## config.mk

```make
export PLATFORM = sky130hd
export DESIGN_NAME = spi_sclk_sequencer
export DESIGN_NICKNAME = d
export VERILOG_FILES = /design/src/rtl/spi_pkg.sv /design/src/rtl/spi_half_period_timer.sv /design/src/rtl/spi_sclk_sequencer.sv
export SDC_FILE = /design/constraint.sdc
export NUM_CORES = 1
export LEC_CHECK = 0
export CORE_MARGIN = 10
export CORE_UTILIZATION = 40
export DETAILED_ROUTE_END_ITERATION = 16
export MAX_ROUTING_LAYER = met4
export PLACE_DENSITY = 0.65
export SKIP_CTS_REPAIR_TIMING = 1
export SLEW_MARGIN = 25
export SYNTH_ARGS = -nofsm -noshare
export SYNTH_HDL_FRONTEND = slang
export SYNTH_SLANG_ARGS = --single-unit
```

## constraint.sdc

```tcl
create_clock -name clk -period 2.9 [get_ports clk]
set_clock_uncertainty 0.15 [all_clocks]
set_input_delay 0.58 -clock clk [delete_from_list [all_inputs] [get_ports clk]]
set_output_delay 0.58 -clock clk [all_outputs]
set_load 0.05 [all_outputs]
```

## src/rtl/spi_pkg.sv

```systemverilog
// Shared types and helpers for the SPI SCLK sequencer.
package spi_pkg;

    // Sequencer FSM states.
    typedef enum logic [1:0] {
        IDLE,
        LEAD,
        RUN,
        TRAIL
    } state_t;

    // SelectMode encodings: bit 1 is CPOL, bit 0 is CPHA.
    localparam logic [1:0] MODE0 = 2'b00;
    localparam logic [1:0] MODE1 = 2'b01;
    localparam logic [1:0] MODE2 = 2'b10;
    localparam logic [1:0] MODE3 = 2'b11;

    // Idle level of SCLK for a mode.
    function automatic logic cpol(input logic [1:0] mode);
        return mode[1];
    endfunction

    // Set when data is shifted on the leading edge and sampled on the trailing edge.
    function automatic logic cpha(input logic [1:0] mode);
        return mode[0];
    endfunction

endpackage

```

## src/rtl/spi_half_period_timer.sv

```systemverilog
// Loadable down-counter that ticks when it reaches zero and auto-reloads.
module spi_half_period_timer #(
    parameter int unsigned DIV_W = 8
) (
    input  logic             clk,
    input  logic             Reset,
    input  logic             run,
    input  logic             load,
    input  logic [DIV_W-1:0] load_val,
    input  logic [DIV_W-1:0] reload_val,
    output logic             tick
);

    localparam logic [DIV_W-1:0] One = DIV_W'(1);

    logic [DIV_W-1:0] cnt_q;
    logic [DIV_W-1:0] cnt_d;

    assign tick = run && (cnt_q == '0);

    // Explicit load wins over the reload that follows a tick.
    always_comb begin
        cnt_d = cnt_q;
        if (load) begin
            cnt_d = load_val;
        end else if (tick) begin
            cnt_d = reload_val;
        end else if (run) begin
            cnt_d = cnt_q - One;
        end
    end

    // Counter state.
    always_ff @(posedge clk or negedge Reset) begin
        if (!Reset) begin
            cnt_q <= '0;
        end else begin
            cnt_q <= cnt_d;
        end
    end

endmodule

```

## src/rtl/spi_sclk_sequencer.sv

```systemverilog
// SPI master timing engine: SCLK generation, frame bit counting and
// sample/shift strobes for all four SPI modes, on a single clock.
module spi_sclk_sequencer
    import spi_pkg::*;
#(
    parameter int unsigned DATA_W = 16,
    parameter int unsigned DIV_W  = 8,
    localparam int unsigned CNT_W = $clog2(DATA_W + 1)
) (
    input  logic             clk,
    input  logic             Reset,
    input  logic             Start,
    input  logic             Abort,
    input  logic [1:0]       SelectMode,
    input  logic [DIV_W-1:0] Div,
    input  logic [CNT_W-1:0] FrameLen,
    output logic             SCLK,
    output logic             Sample_Stb,
    output logic             Shift_Stb,
    output logic [CNT_W-1:0] Count,
    output logic             Busy,
    output logic             Done
);

    localparam logic [CNT_W-1:0] MaxLen  = CNT_W'(DATA_W);
    localparam logic [CNT_W-1:0] CntOne  = CNT_W'(1);
    localparam logic [CNT_W:0]   EdgeOne = (CNT_W + 1)'(1);
    localparam logic [DIV_W-1:0] DivOne  = DIV_W'(1);

    state_t           state_q;
    logic [1:0]       mode_q;
    logic [DIV_W-1:0] div_q;
    logic [CNT_W-1:0] len_q;
    logic [CNT_W:0]   edge_q;
    logic             lead_half_q;
    logic             sclk_q;
    logic             sample_q;
    logic             shift_q;
    logic [CNT_W-1:0] count_q;
    logic             busy_q;
    logic             done_q;

    logic             tick;
    logic             start_ok;
    logic [CNT_W-1:0] len_eff;
    logic             lead_first;
    logic             lead_exit;
    logic             fire;
    logic [CNT_W:0]   edge_nxt;
    logic             last_edge;
    logic             is_sample;
    logic             is_shift;
    logic             tmr_run;
    logic             tmr_load;
    logic [DIV_W-1:0] tmr_load_val;

    assign start_ok = (state_q == IDLE) && Start && !Abort;
    assign len_eff  = ((FrameLen == '0) || (FrameLen > MaxLen)) ? MaxLen : FrameLen;

    // The first edge lands 2H cycles after Start, so LEAD spends one full
    // half-period and then H-1 more cycles; with Div=0 the second part is empty.
    assign lead_first = (state_q == LEAD) && tick && !lead_half_q && (div_q != '0);
    assign lead_exit  = (state_q == LEAD) && tick && (lead_half_q || (div_q == '0));

    // An SCLK edge is issued on leaving LEAD and on every half-period tick in RUN.
    assign fire      = lead_exit || ((state_q == RUN) && tick);
    assign edge_nxt  = edge_q + EdgeOne;
    assign last_edge = (edge_nxt == {len_q, 1'b0});
    // Odd edges are leading: CPHA=0 samples there, CPHA=1 samples on trailing.
    assign is_sample = edge_nxt[0] ^ cpha(mode_q);
    // With CPHA=0 the final trailing edge carries no shift: the frame is over.
    assign is_shift  = !is_sample && !(last_edge && !cpha(mode_q));

    assign tmr_run      = (state_q != IDLE);
    assign tmr_load     = start_ok || lead_first;
    assign tmr_load_val = (state_q == IDLE) ? Div : (div_q - DivOne);

    spi_half_period_timer #(
        .DIV_W (DIV_W)
    ) u_timer (
        .clk        (clk),
        .Reset      (Reset),
        .run        (tmr_run),
        .load       (tmr_load),
        .load_val   (tmr_load_val),
        .reload_val (div_q),
        .tick       (tick)
    );

    // FSM, frame latches, edge counter and registered outputs.
    always_ff @(posedge clk or negedge Reset) begin
        if (!Reset) begin
            state_q     <= IDLE;
            mode_q      <= MODE0;
            div_q       <= '0;
            len_q       <= '0;
            edge_q      <= '0;
            lead_half_q <= 1'b0;
            sclk_q      <= 1'b0;
            sample_q    <= 1'b0;
            shift_q     <= 1'b0;
            count_q     <= '0;
            busy_q      <= 1'b0;
            done_q      <= 1'b0;
        end else begin
            sample_q <= 1'b0;
            shift_q  <= 1'b0;
            done_q   <= 1'b0;
            if (Abort && (state_q != IDLE)) begin
                // Count is left as-is so the controller can see how far it got.
                state_q     <= IDLE;
                busy_q      <= 1'b0;
                lead_half_q <= 1'b0;
                sclk_q      <= cpol(mode_q);
            end else begin
                unique case (state_q)
                    IDLE: begin
                        sclk_q <= cpol(SelectMode);
                        if (start_ok) begin
                            mode_q      <= SelectMode;
                            div_q       <= Div;
                            len_q       <= len_eff;
                            edge_q      <= '0;
                            count_q     <= '0;
                            lead_half_q <= 1'b0;
                            busy_q      <= 1'b1;
                            state_q     <= LEAD;
                        end
                    end
                    LEAD: begin
                        if (lead_first) begin
                            lead_half_q <= 1'b1;
                        end
                        if (lead_exit) begin
                            state_q <= RUN;
                        end
                    end
                    RUN: begin
                        if (fire && last_edge) begin
                            state_q <= TRAIL;
                        end
                    end
                    TRAIL: begin
                        // Done is raised for the last TRAIL cycle, then we leave.
                        if (done_q) begin
                            state_q <= IDLE;
                            busy_q  <= 1'b0;
                            sclk_q  <= cpol(mode_q);
                        end else if (tick) begin
                            done_q <= 1'b1;
                        end
                    end
                    default: begin
                        state_q <= IDLE;
                        busy_q  <= 1'b0;
                    end
                endcase

                if (fire) begin
                    sclk_q   <= ~sclk_q;
                    edge_q   <= edge_nxt;
                    sample_q <= is_sample;
                    shift_q  <= is_shift;
                    if (is_sample && (count_q != len_q)) begin
                        count_q <= count_q + CntOne;
                    end
                end
            end
        end
    end

    assign SCLK       = sclk_q;
    assign Sample_Stb = sample_q;
    assign Shift_Stb  = shift_q;
    assign Count      = count_q;
    assign Busy       = busy_q;
    assign Done       = done_q;

endmodule

```

=== After elaboration in Yosys (flattened, before gate mapping) ===
Index checks and enable logic that the tools add are counted.

* Add/subtract/negate cells: 4
* $lt $le $gt $ge: 1
* Eq/ne operators: 11
* Muxes and demuxes: 38
* Bitwise gates (word level): 3
* Reductions and logical operators: 40

{| class="wikitable"
|+ Operators with widths
! cell !! number
|-
| two-way mux 8 bit || 4
|-
| two-way mux 5 bit || 5
|-
| two-way mux 6 bit || 3
|-
| two-way mux 1 bit || 17
|-
| logical NOT 8 bit || 2
|-
| subtractor 8 x 1 -> 8 bit (second input constant) || 2
|-
| logical AND 1 bit || 13
|-
| AND reduction 3 bit || 4
|-
| two-way mux 2 bit || 5
|-
| inequality test 3 x 2 -> 1 bit (second input constant) || 3
|-
| nonzero test 3 bit || 3
|-
| one-hot mux 2 bit (4 select lines) || 1
|-
| nonzero test 8 bit || 1
|-
| adder 6 x 1 -> 6 bit (second input constant) || 1
|-
| == test 6 bit || 1
|-
| one-hot mux 1 bit (2 select lines) || 3
|-
| nonzero test 2 bit || 3
|-
| adder 5 x 1 -> 5 bit (second input constant) || 1
|-
| greater-than comparator 5 bit (second input constant) || 1
|-
| logical NOT 1 bit || 5
|-
| logical NOT 5 bit || 1
|-
| inequality test 5 bit || 1
|-
| == test 2 bit (second input constant) || 2
|-
| logical OR 1 bit || 4
|-
| other kinds (10) || 11
|}

* Bits in registers: 42
* Input bits: 19
* Logic and storage cells: 110

=== Logic depth before layout (Yosys ltp) ===
* Depth after elaboration: 9
* Depth in mapped cells: 10
* Gate-level depth less buffers: 8

=== Hierarchy ===
A second synthesis with hierarchy kept.

* Cell total of the unflattened synthesis: 287
* Area total of the unflattened synthesis: 2672.6 sq um

{| class="wikitable"
|+ By module, submodules not included
! module !! instances !! cells each !! area an instance (sq um) !! sequential area each (sq um)
|-
| spi_sclk_sequencer || 1 || 220 || 2088.3 || 850.8
|-
| spi_half_period_timer || 1 || 67 || 584.3 || 200.2
|}

=== Least setup slack after synthesis ===
OpenSTA, ideal clock, no wires.

* Path type: register to register
* From: register state_q[0]
* To: register edge_q[3]
* Setup time: 0.132 ns
* Arrival time: 1.808 ns
* Data required time: 2.618 ns
* Path slack: 0.810 ns
* Cell stages (with the launch flop): 10
* Buffers on the path: 1
* Period minus slack after synthesis: 2.090 ns
* Cells stage by stage: dfrtp_1 -> inv_1 -> ha_1 -> nor4b_4 -> nand2_1 -> buf_4 -> o22ai_4 -> nor2_1 -> o21ai_0 -> o31ai_1

* Longest elaborated chain between the ends: 7
* Elaborated cells between the ends (all ways): 17

{| class="wikitable"
|+ RTL lines
! what !! RTL line !! text
|-
| start: declaration || spi_sclk_sequencer.sv:30 || <nowiki>state_t state_q;</nowiki>
|-
| start signal: assignment || spi_sclk_sequencer.sv:93 || <nowiki>state_q <= IDLE;</nowiki>
|-
| start signal: assignment || spi_sclk_sequencer.sv:111 || <nowiki>state_q <= IDLE;</nowiki>
|-
| start signal: assignment || spi_sclk_sequencer.sv:127 || <nowiki>state_q <= LEAD;</nowiki>
|-
| nonzero test 2 bit || spi_sclk_sequencer.sv:74, spi_sclk_sequencer.sv:109 ||
|-
| logical AND 1 bit || spi_half_period_timer.sv:19 || <nowiki>assign tick = run && (cnt_q == '0);</nowiki>
|-
| logical AND 1 bit (2 in a row) || spi_sclk_sequencer.sv:63 || <nowiki>assign lead_exit = (state_q == LEAD) && tick && (lead_half_q || (div_q == '0));</nowiki>
|-
| logical OR 1 bit || spi_sclk_sequencer.sv:66 || <nowiki>assign fire = lead_exit || ((state_q == RUN) && tick);</nowiki>
|-
| nonzero test 2 bit (no source line) || -- ||
|-
| AND reduction 3 bit (no source line) || -- ||
|-
| end signal: assignment || spi_sclk_sequencer.sv:161 || <nowiki>edge_q <= edge_nxt;</nowiki>
|-
| end: declaration || spi_sclk_sequencer.sv:34 || <nowiki>logic [CNT_W:0] edge_q;</nowiki>
|}

Several ways; a longest one is shown, not always the timed one.
A chain may end at the register's enable or synchronous reset.

=== Worst setup path after layout ===
* From: register state_q[0]
* To: register u_timer.cnt_q[4]

* Longest elaborated chain between the ends: 7
* Elaborated cells between the ends (all ways): 14

{| class="wikitable"
|+ RTL lines
! what !! RTL line !! text
|-
| nonzero test 2 bit || spi_sclk_sequencer.sv:74 || <nowiki>assign tmr_run = (state_q != IDLE);</nowiki>
|-
| logical AND 1 bit || spi_half_period_timer.sv:19 ||
|-
| logical AND 1 bit (3 in a row) || spi_sclk_sequencer.sv:62 || <nowiki>assign lead_first = (state_q == LEAD) && tick && !lead_half_q && (div_q != '0);</nowiki>
|-
| logical OR 1 bit || spi_sclk_sequencer.sv:75 || <nowiki>assign tmr_load = start_ok || lead_first;</nowiki>
|-
| nonzero test 3 bit (no source line) or two-way mux 8 bit (tied branches) || -- ||
|-
| end signal: assignment || spi_half_period_timer.sv:38 || <nowiki>cnt_q <= cnt_d;</nowiki>
|-
| end: declaration || spi_half_period_timer.sv:16 || <nowiki>logic [DIV_W-1:0] cnt_q;</nowiki>
|}

Several ways; a longest one is shown, not always the timed one.

==> metrics.md <==
| Metric | Value |
|---|---|
| ANT nets after route | 0 |
| Core area | 6756 sq um |
| Clock Path Buffers | 2 |
| Maximum vdd drop | 0.0002676 V |
| Syn Area/Cell | 8.634 sq um |
| Multiplexer share of the synthesized area | 1.080% |
| Synth Instances | 322 |
| CTS tree | done |
| Number of flops mapped to enable cells by yosys | 0 |
| Ys Warns | 0 |
| CTS Root Cell | clkbuf_8 |
| CP endpoint kind | flop |
| Synth Area in Adders | 4.950% |
| RSZ-0062 raised after global routing | no |
| First-pass GRT wire length | 10.81 mm |
| Final setup vio count | 0 |
| Worst setup margin | 402.3 ps |
| Peak Freq | 0.4004 GHz |
| GRT Total Usage | 12.95% |
| CP Class | reg2reg |
| R2R Path Start | state_q[0]$_DFFE_PN0P_ |
| Slew headroom | 64.10% |
| FF-to-FF End | u_timer.cnt_q[4]$_DFFE_PN0P_ |
| Max Cap Viol | 0 |
| R2R Setup Slk | 400 ps |
| Largest family of logic cells by synthesized area | simple AND/OR/NAND/NOR gates |
| CTS clk-pin slew, worst paths | 90 ps |
| Post-synth ARST share | 100.0% |
| Period minus WS final | 2498 ps |
| Die Ht | 103.4 um |
| Unique masters post-synth | 53 |
| Critical path arrival | 2520 ps |
| CP peak stage delay | 420 ps |
| Post-Synth Simple-Gate Area | 25.29% |
| Hold WS | 113.9 ps |
| Layout cells sized above 1 | 8.309% |
| CP cell instances | inv_1, ha_1, nor4b_4, nand2_1, buf_4, nor2_1, a211oi_1, a211oi_1, a31oi_1 |
| Violation count after the first detailed-route iteration | 178 |
| CP required | 2920 ps |
| Clk sink count | 42 |
| Pin count of the biggest net entering global routing | 43 |
| Routed wire per std cell | 14.75 um |
| Pre-CTS WS | 352.7 ps |
| Worst-skew pair later-pin latency | 300 ps |
| PwrDens | 891.1 nW/um^2 |
| Final Hold Fails | 0 |
| Final cell utilization of the core | 47.67% |
| Crit-path max FO | 7 |
| Antenna violations before repair | 0 |
| Startpoint Class | flop |
| Total die area | 10,690 sq um |
| Worst hold path class | in2async |
| CP endpoint | u_timer.cnt_q[4]$_DFFE_PN0P_ |
| Gr ovfl total | 0 |
| Synth Cell Area | 2780 sq um |
| Vias in the first global route | 2,222 |
| Post-synthesis sequential area ratio | 37.80% |
| Tcrit/Tclk final | 86.13% |
| Max H-tree Level | 2 |
| Synth top area cells | dfrtp_1 (38%), nand2_1 (8.6%), ha_1 (5.0%) |
| Detail Placement HPWL | 4.684 mm |
| Vias per cell | 5.389 |
| Prevailing post-synth register cell | dfrtp_1 |
| Crit path from | state_q[0]$_DFFE_PN0P_ |
| Complex-gate fraction of the synthesized area | 19.85% |
| Initial core utilization | 41.15% |
| Reg2Reg Depth | 9 |
| CTS buffer count | 5 |
| Nets@finish | 378 |
| Crit path top cell by count | a211oi_1 |
| Area growth syn-to-layout | 15.84% |
| Antenna cell count | 0 |
| CP max stage cell | dfrtp_1 |
| Die Width | 103.4 um |
| Worst-Margin Slew | 538.6 ps |
| Seq cells post-synth | 42 |
| First-pass detailed-route iteration total | 4 |
| Largest area contributor in the netlist | dfrtp_1 |
| Post-synth top area share | 37.80% |
| Syn Nets | 352 |
| Tot Pwr | 2.870 mW |
| Leak | 1.381 nW |
| Critical path depth | 9 |
| XOR/XNOR Fraction of Synth Area | 6.616% |
| Fin Setup TNS | 0 ps |
| Crit-path leading delay family | simple AND/OR/NAND/NOR gates |
| Vias | 2,312 |
| Rows | 30 |
| Status | completed |
| WP buf/inv | 2 |
| Drt drc | 0 |
| I/O pin count | 29 |
| Final Max Tran Viols | 0 |
| Drt total wl | 6.327 mm |
| IO Port Bufs | 28 |
| RD Place Congestion | 0.8981 |
flip-flops by register name (all words and copies together), names as in the netlist, 2 cells and up:
| name | count |
|---|---|
| div_q | 8 |
| len_q | 5 |
| mode_q | 2 |
| Count | 5 |
| edge_q | 6 |
| u_timer.cnt_q | 8 |
| state_q | 2 |
logic make-up after synthesis:
kind of cell,count (synthesis)
multiplexers,3
AND/OR/NAND/NOR,142
XOR/XNOR,21
flip-flops,42
AO/OA/AOI/OAI,78
adder cells (fa/ha/maj),11
buffers and inverters,25
synthesized netlist by cell type, types with 4 or more instances:
cell type / count
dfrtp_1: 42
a211oi_1: 8
xnor2_1: 11
nand3_1: 12
o21ai_1: 4
clkbuf_1: 6
nor3_1: 8
ha_1: 11
nand2_1: 64
a21oi_1: 16
nand3b_1: 5
nand2b_1: 8
a31oi_1: 6
inv_1: 12
o21ai_0: 17
nor2_1: 25
xor2_1: 10
metal layers:
layer  vias to the layer above  global-route usage [%]  part of all wire, %
li1                       1173                       -                    -
met1                      1084                   17.87                   51
met2                        49                   18.57                   42
met3                         6                   2.458                  5.2
met4                         0                   4.278                  1.5
met5                         -                       -                    0
layout make-up:
class / instances / area, sq um
timing repair buffer: 32 / 307.8
clock buffer: 6 / 72.57
fill: 665 / 3536
sequential: 42 / 1051
tap: 80 / 100.1
inverter: 12 / 45.04
multi-input combinational: 255 / 1607
clock inverter: 2 / 37.54
worst min path at each step:
stage	start	endpoint	slack, ps
after floorplan	Reset	Busy$_DFFE_PN0P_	130
after CTS	Reset	state_q[1]$_DFFE_PN0P_	310
final	Reset	state_q[1]$_DFFE_PN0P_	110
after global placement	mode_q[1]$_DFFE_PN0P_	mode_q[1]$_DFFE_PN0P_	340
after detailed placement	edge_q[5]$_DFFE_PN0P_	edge_q[5]$_DFFE_PN0P_	360
after global routing	Reset	state_q[1]$_DFFE_PN0P_	150
layout by cell type, fill, tap and decap left out, types with 10 or more instances in the layout:
master           synthesis  final
nand2_1                 64     64
inv_1                   12     12
clkdlybuf4s50_1          0     27
a21oi_1                 16     16
nand3_1                 12     12
nor2_1                  25     25
xnor2_1                 11     11
dfrtp_1                 42     42
xor2_1                  10     10
ha_1                    11     11
o21ai_0                 17     17
power breakdown:
group / internal [mW] / switching (mW) / total (mW)
clock network: 0.257 / 0.209 / 0.466
logic: 0.601 / 0.754 / 1.35
registers: 0.774 / 0.275 / 1.05
total: 1.63 / 1.24 / 2.87
metrics by stage:
step / cell area [sq um] / instances
finish: 3221 / 429
global route: 3221 / 429
CTS: 3218 / 429
detailed placement: 3108 / 421
global placement: 3108 / 421
floorplan: 2780 / 322
Power figures use the tool's default switching activity.
